===== src/rtl/pc_seq_pkg.sv =====
// Shared types and constants for the fetch PC sequencer.
// Holds the redirect-source and state encodings plus the instruction-size constants.
// Used by pc_redirect_arbiter and pc_fetch_sequencer.
package pc_seq_pkg;

    // Source of the most recent PC load, also driven out on redirect_src.
    typedef enum logic [1:0] {
        SRC_SEQ  = 2'd0,
        SRC_PRED = 2'd1,
        SRC_EX   = 2'd2,
        SRC_EXC  = 2'd3
    } src_e;

    typedef enum logic [1:0] {
        BOOT   = 2'd0,
        RUN    = 2'd1,
        BUBBLE = 2'd2
    } state_e;

    localparam int unsigned INSN_BYTES = 4;
    // Low PC bits that must be zero for an aligned instruction address.
    localparam int unsigned ALIGN_LO_MASK = INSN_BYTES - 1;

endpackage


===== src/rtl/pc_redirect_arbiter.sv =====
// Combinational next-PC selector: exc_req > ex > pred > stall > sequential +4.
// Latency: zero (purely combinational); the caller registers the result.
// Backpressure: stall only suppresses the sequential advance, never a redirect.
// Optional macro PC_SEQ_EXC_EN adds the exc_req input and the exception-vector source.
// Ports: enables/targets in; next_src, next_pc, redirect (a target was taken), advance (+4 taken) out.
module pc_redirect_arbiter
    import pc_seq_pkg::*;
#(
    parameter int unsigned     PC_W       = 32,
    parameter logic [PC_W-1:0] EXC_VECTOR = 'h80
) (
`ifdef PC_SEQ_EXC_EN
    input  logic            exc_req,
`endif
    input  logic            stall,
    input  logic [PC_W-1:0] pc_count,
    input  logic [PC_W-1:0] ex_target,
    input  logic            ex_target_enable,
    input  logic [PC_W-1:0] pre_target,
    input  logic            pre_target_enable,
    output logic [1:0]      next_src,
    output logic [PC_W-1:0] next_pc,
    output logic            redirect,
    output logic            advance
);

    localparam logic [PC_W-1:0] ALIGN_MASK = ~PC_W'(ALIGN_LO_MASK);

    always_comb begin
        next_src = SRC_SEQ;
        next_pc  = pc_count;
        redirect = 1'b0;
        advance  = 1'b0;
`ifdef PC_SEQ_EXC_EN
        if (exc_req) begin
            next_src = SRC_EXC;
            next_pc  = EXC_VECTOR & ALIGN_MASK;
            redirect = 1'b1;
        end else
`endif
        if (ex_target_enable) begin
            next_src = SRC_EX;
            next_pc  = ex_target & ALIGN_MASK;
            redirect = 1'b1;
        end else if (pre_target_enable) begin
            next_src = SRC_PRED;
            next_pc  = pre_target & ALIGN_MASK;
            redirect = 1'b1;
        end else if (!stall) begin
            // Natural modulo-2**PC_W wrap from the top of the address space to 0.
            next_pc = pc_count + PC_W'(INSN_BYTES);
            advance = 1'b1;
        end
    end

endmodule


===== src/rtl/pc_fetch_sequencer.sv =====
// Fetch PC owner: registers pc_count/pc_valid/flushes/redirect_src from the arbiter's choice.
// Latency: one cycle from sampling edge to new PC; pc_valid low REDIRECT_BUBBLES cycles after a redirect.
// Backpressure: stall freezes sequential advance and bubble countdown; redirects are still taken.
// Optional macro PC_SEQ_EXC_EN adds the exc_req port (exception vector redirect).
// Ports: clk, reset (async high), stall, ex/pre targets+enables, [exc_req];
//        out pc_count, pc_valid, flush_if, flush_id, redirect_src (all registered).
module pc_fetch_sequencer
    import pc_seq_pkg::*;
#(
    parameter int unsigned     PC_W             = 32,
    parameter logic [PC_W-1:0] RESET_PC         = '0,
    parameter logic [PC_W-1:0] EXC_VECTOR       = 'h80,
    parameter int unsigned     REDIRECT_BUBBLES = 1
) (
    input  logic            clk,
    input  logic            reset,
    input  logic            stall,
    input  logic [PC_W-1:0] ex_target,
    input  logic            ex_target_enable,
    input  logic [PC_W-1:0] pre_target,
    input  logic            pre_target_enable,
`ifdef PC_SEQ_EXC_EN
    input  logic            exc_req,
`endif
    output logic [PC_W-1:0] pc_count,
    output logic            pc_valid,
    output logic            flush_if,
    output logic            flush_id,
    output logic [1:0]      redirect_src
);

    state_e          state;
    logic [1:0]      bub_cnt;
    logic [1:0]      next_src;
    logic [PC_W-1:0] next_pc;
    logic            redirect;
    logic            advance;

    pc_redirect_arbiter #(
        .PC_W       (PC_W),
        .EXC_VECTOR (EXC_VECTOR)
    ) u_arb (
`ifdef PC_SEQ_EXC_EN
        .exc_req           (exc_req),
`endif
        .stall             (stall),
        .pc_count          (pc_count),
        .ex_target         (ex_target),
        .ex_target_enable  (ex_target_enable),
        .pre_target        (pre_target),
        .pre_target_enable (pre_target_enable),
        .next_src          (next_src),
        .next_pc           (next_pc),
        .redirect          (redirect),
        .advance           (advance)
    );

    always_ff @(posedge clk or posedge reset) begin
        if (reset) begin
            state        <= BOOT;
            pc_count     <= RESET_PC;
            pc_valid     <= 1'b0;
            flush_if     <= 1'b0;
            flush_id     <= 1'b0;
            redirect_src <= SRC_SEQ;
            bub_cnt      <= 2'd0;
        end else begin
            // Flushes are single-cycle pulses unless re-armed by a redirect below.
            flush_if <= 1'b0;
            flush_id <= 1'b0;
            case (state)
                BOOT: begin
                    // First fetch is RESET_PC itself; any enables this edge are ignored.
                    state    <= RUN;
                    pc_valid <= 1'b1;
                end
                RUN, BUBBLE: begin
                    if (redirect) begin
                        pc_count     <= next_pc;
                        redirect_src <= next_src;
                        flush_if     <= 1'b1;
                        // A predicted redirect happens in decode, so ID/EX still holds good work.
                        flush_id     <= (next_src != SRC_PRED);
                        if (REDIRECT_BUBBLES > 0) begin
                            state    <= BUBBLE;
                            bub_cnt  <= 2'(REDIRECT_BUBBLES);
                            pc_valid <= 1'b0;
                        end else begin
                            state    <= RUN;
                            pc_valid <= 1'b1;
                        end
                    end else if (state == BUBBLE) begin
                        // PC is parked on the redirect target; only the countdown moves.
                        if (!stall) begin
                            if (bub_cnt <= 2'd1) begin
                                bub_cnt  <= 2'd0;
                                state    <= RUN;
                                pc_valid <= 1'b1;
                            end else begin
                                bub_cnt <= bub_cnt - 2'd1;
                            end
                        end
                    end else if (advance) begin
                        pc_count     <= next_pc;
                        redirect_src <= SRC_SEQ;
                    end
                end
                default: begin
                    state    <= BOOT;
                    pc_valid <= 1'b0;
                end
            endcase
        end
    end

endmodule

===== config.mk =====
export PLATFORM = sky130hd
export DESIGN_NAME = pc_fetch_sequencer
export DESIGN_NICKNAME = d
export VERILOG_FILES = /design/src/rtl/pc_seq_pkg.sv /design/src/rtl/pc_redirect_arbiter.sv /design/src/rtl/pc_fetch_sequencer.sv
export SDC_FILE = /design/constraint.sdc
export NUM_CORES = 1
export LEC_CHECK = 0
export CAP_MARGIN = 10
export CORE_AREA = 2 2 80 82
export CTS_BUF_LIST = sky130_fd_sc_hd__clkbuf_8
export CTS_CLUSTER_DIAMETER = 40
export DETAILED_ROUTE_END_ITERATION = 16
export DIE_AREA = 0 0 82 84
export GPL_ROUTABILITY_DRIVEN = 0
export GPL_TIMING_DRIVEN = 0
export PLACE_DENSITY_LB_ADDON = 0.3
export SYNTH_ARGS = -nofsm -noshare
export SYNTH_HDL_FRONTEND = slang
export SYNTH_HIERARCHICAL = 1
export SYNTH_SLANG_ARGS = --single-unit

===== constraint.sdc =====
create_clock -name clk -period 5.7 [get_ports clk]
set_clock_uncertainty 0.15 [all_clocks]
set_input_delay 1.71 -clock clk [delete_from_list [all_inputs] [get_ports clk]]
set_output_delay 1.71 -clock clk [all_outputs]
set_load 0.01 [all_outputs]

# ---- Yosys cells after proc, flatten, opt, wreduce, memory -nomap -nowiden
# Cells that the tools add are included.
dict set report classes {
  add_sub_neg 2
  n_lt_le_gt_ge 1
  eq_ne 8
  mux 34
  n_reduce_logical 7
}
# op n
set op_table {}
lappend op_table {{$mux W32} 6}
lappend op_table {{$add A32 B3 Y32 const B} 1}
lappend op_table {{$mux W2} 12}
lappend op_table {{$mux W1} 14}
lappend op_table {{$ne A3 B3 Y1 const B} 3}
lappend op_table {{$reduce_and A3 Y1} 3}
lappend op_table {{$ne A2 B1 Y1 const B} 2}
lappend op_table {{$pmux W2 S2} 1}
lappend op_table {{$reduce_bool A2 Y1} 2}
lappend op_table {{$eq A2 B1 Y1 const B} 1}
lappend op_table {{$eq A2 B2 Y1 const B} 1}
lappend op_table {{$le A2 B1 Y1 const B} 1}
lappend op_table {{$logic_not A2 Y1} 1}
lappend op_table {{$ne A2 B2 Y1 const B} 1}
lappend op_table {{$pmux W1 S2} 1}
lappend op_table {{$reduce_or A2 Y1} 1}
lappend op_table {{$sub A2 B1 Y2 const B} 1}
dict set report word_totals {
  register_bits 41
  input_bits 69
  word_cells 59
}

# ---- Depth between registers and ports, before layout
dict set report depth {
  word_depth 7
  mapped_depth 8
  depth_no_buf 7
}

# ---- Hierarchy
# Netlist, hierarchy kept.
# module n_inst cells_per_inst area_per_inst_um2
set by_module_without_submodules {}
lappend by_module_without_submodules {pc_fetch_sequencer 1 102 1694.1}
lappend by_module_without_submodules {pc_redirect_arbiter 1 196 1237.4}

# ---- Worst setup path after synthesis
# OpenSTA, ideal clock, no wires.
dict set report synth_timing {
  kind {input to register}
  startpoint {input stall}
  endpoint {register pc_count[24]}
  setup_time_ns 0.125
  arrival_ns 3.259
  t_required_ns 5.425
  slack_ns 2.166
  stages 6
  path_buffers 0
  cell_sequence {nand4b_4 or4_4 or3_1 xor2_1 o21ai_1 mux2_4}
}
dict set report synth_between {
  elab_chain_len 6
}
# element line_no
set synth_lines {}
lappend synth_lines {{start: declaration} pc_fetch_sequencer.sv:17} ;# input logic stall,
lappend synth_lines {{$mux W32 *} pc_redirect_arbiter.sv:49} ;# end else if (!stall) begin
lappend synth_lines {{$mux W32 *} pc_redirect_arbiter.sv:45} ;# end else if (pre_target_enable) begin
lappend synth_lines {{$mux W32 *} pc_redirect_arbiter.sv:41} ;# if (ex_target_enable) begin
lappend synth_lines {{net next_pc[24]} pc_fetch_sequencer.sv:35} ;# logic [PC_W-1:0] next_pc;
lappend synth_lines {{$mux W32} pc_fetch_sequencer.sv:103} ;# end else if (advance) begin
lappend synth_lines {{$mux W32} pc_fetch_sequencer.sv:92} ;# end else if (state == BUBBLE) begin
lappend synth_lines {{$mux W32 *} pc_fetch_sequencer.sv:78} ;# if (redirect) begin
lappend synth_lines {{end signal: assignment} pc_fetch_sequencer.sv:79} ;# pc_count <= next_pc;
lappend synth_lines {{end signal: assignment} pc_fetch_sequencer.sv:104} ;# pc_count <= next_pc;
lappend synth_lines {{end: declaration} pc_fetch_sequencer.sv:25} ;# output logic [PC_W-1:0] pc_count,
# The timed path passes the listed nets; every way through them passes the cells marked *. The select of a mux whose other input is x is not followed.
# A chain may end at the register's enable or synchronous reset.

# ---- Final worst setup path
dict set report layout_timing {
  startpoint {input stall}
  endpoint {register pc_count[26]}
}
# Same word-level chain as after synthesis.

==> run metrics <==
status finished clean; grt ovf 0; Startpoint Class input port; Seq/Total Area, Yosys around a third; minimum clock period between 4000 and 5000 ps; clock group share of total power 10.7%; Max Cap Viol 0; Crit path buffers/inverters 1; Post-CTS Setup Bufs 0; utilization after layout approximately 68%; Synth Cell Area around 2900 µm²; placed inst area between 4000 and 5000 µm²; drt wl/cell ~17 µm; initial antenna violation count 0; Hold Path Stages 1; largest net degree at the start of global routing between 40 and 50; DIE AREA 6888 µm²; CTS sink count 40; Mapped Avg Cell Area between 9 and 10 µm²; Final Max Slew Viols 0; critical path's largest stage delay 580 ps; Sw Share a little under two fifths; Ys Warns 6; ratio of total power to cell area 467.1 nW/µm²; Post-synth EDFFs 0; HPWL Detailed roughly 6 mm; Initial DRC Count about 140; Ant. Diodes 0; crit path from stall; Reg area around 1000 µm²; FF-to-FF Start pc_count[2]; CTS tree yes; via/cell ratio approximately 5.6; Hold Slack around 360 ps; post-route clock period utilization approximately 73%; clock latency on the worst-skew pair a little under 300 ps; First-pass DRT Iterations 4; Initial Utilization 48.09%; routed wire length 8.044 mm; Mapped Cells roughly 300; clk root buf clkbuf_8; core area 6096 µm²; CP arrival 4200 ps; nets@finish about 480; vias in the first global route roughly 2700; syn_nets around 370; share of post-route cells with drive strength above 1 between 10% and 20%; clock slew at reported path FFs around 70 ps; # DRC 0; # hold bufs at CTS 0; multi-input logic area approximately 1800 µm²; Crit Path Category input port to flop; Req. time, crit path ~5700 ps; Max Clk Rate 239.9 MHz; I/O Pins 106; first-pass GRT wire length around 13 mm; CP Capture Type flop; antenna-violating nets left 0; hold wc startpoint redirect_src[1]; dominant synthesized flop cell dfrtp_1; Comb power frac 57.2%; Critical Path Fanout Max 10; Die H approximately 84 µm; Slew @ Worst Pin around 860 ps; sequential fraction of design power between 30% and 40%; Inserted Clock Buffers 5; ys async rst share between 90% and 100%; filler instances between 500 and 600; Static Leak 0.001728 µW; critical path's top delay family simple AND/OR/NAND/NOR gates; Max Root-Sink Buffers 2; class of the worst hold path flop to flop; worst reg2reg path depth 7; die width 82 µm; synth unique cells 48; FP Rows 29; CTS resizes 0; DR vias 2717; H-tree Lvls 2; Slew Limit Headroom about 43%; Total GRT Usage about a quarter; Stages on worst setup path 7; Setup TNS 0 ps; IO buf count approximately 100; P&R area growth vs syn 41.06%; internal power 1196 µW; Critical Path, Cell by Cell clkdlybuf4s50_1 -> nand4b_4 -> nor4_2 -> nand4_1 -> and3_1 -> or3_1 -> mux2_4; crit path max-delay cell type clkdlybuf4s50_1; Final Cell Area a little over 4000 µm²; Worst VDD drop approximately 240 µV; P_sw between 700 and 800 µW; synthesized flop and latch total 40; Total Power just under 2000 µW; Fin. Hold Viols 0; RSZ-0062 raised after global routing no; # setup viols final 0
[power by group through the flow]
stage          Sequential [µW]  Clock [µW]  Combinational, µW
2_1_floorplan              635           0                656
3_3_place_gp               612           0               1080
3_5_place_dp               620           0               1100
4_1_cts                    618         208               1110
5_1_grt                    646         222               1190
6_report                   620         206               1110
[state kept, by name, indices dropped and copies added (netlist names)]
name	flops
flush_if	1
flush_id	1
pc_count	32
bub_cnt	2
redirect_src	2
state	2
[kinds of logic after synthesis]
family,synth area share [%]
simple gates,19.97
compound gates,12.42
mux,18.99
flops,34.14
buf+inv,5.591
xor+xnor,7.171
fa+ha+maj,1.707
[through the flow]
step	setup slack (ps)	cells
floorplan	2166	298
CTS	1559	483
finish	1531	483
global route	1436	483
detailed placement	1285	476
global placement	1278	476
[layout by cell type, fill, tap and decap left out, types with 4 or more instances in the layout]
cell type	netlist	final
a21oi_1	10	10
a22oi_1	12	12
and2_1	5	5
and3_1	5	5
buf_6	5	5
clkbuf_1	5	5
clkbuf_8	1	8
clkdlybuf4s50_1	0	101
dfrtp_1	40	40
ha_1	4	4
inv_1	11	10
mux2_2	5	5
mux2_4	28	28
mux2i_1	8	8
nand2_1	25	25
nand3_1	12	12
nand4_1	10	10
nor2_1	10	10
nor3_1	11	11
o21ai_0	11	11
o21ai_1	9	9
o22ai_1	5	5
xnor2_1	15	15
xor2_1	9	9
[final cells by class]
type                    count  area share, %
inverters                  12          1.089
flip-flops and latches     40          24.21
multi-input cells         229          42.72
repair buffers            101          24.45
well taps                  77          2.330
clock buffers               7          2.330
plain buffers              17          2.874
[layer usage]
| metal | share of wire [%] | GRT usage [%] | wire length, µm |
|---|---|---|---|
| met1 | 42 | 30.66 | 3418 |
| met2 | 49 | 40.28 | 3924 |
| met3 | 6.3 | 4.329 | 507 |
| met4 | 2.4 | 8.182 | 194 |
| met5 | 0 | 0 | 0 |
[Yosys cell counts, drive strengths merged, types with 7 or more instances]
| master | instances | area (µm²) |
|---|---|---|
| dfrtp | 40 | 1001 |
| mux2 | 33 | 476.7 |
| nand2 | 25 | 93.84 |
| o21ai | 21 | 116.4 |
| xnor2 | 15 | 131.4 |
| nand3 | 13 | 70.07 |
| a22oi | 12 | 90.09 |
| inv | 11 | 41.29 |
| nor3 | 11 | 55.05 |
| a21oi | 10 | 50.05 |
| buf | 10 | 81.33 |
| nand4 | 10 | 62.56 |
| nor2 | 10 | 37.54 |
| xor2 | 9 | 78.83 |
| mux2i | 8 | 80.08 |
| clkbuf | 7 | 37.53 |
[worst paths after layout]
kind | slack (ps) | to
worst max-delay path | 1530 | pc_count[26]
worst max register to register | 2970 | pc_count[26]
worst min-delay path | 360 | redirect_src[1]
min in group asynchronous | 1760 | pc_count[22]
worst min register to register | 360 | redirect_src[1]
max in group asynchronous | 3100 | pc_count[26]
No activity file was read; power rests on OpenSTA's default activity.
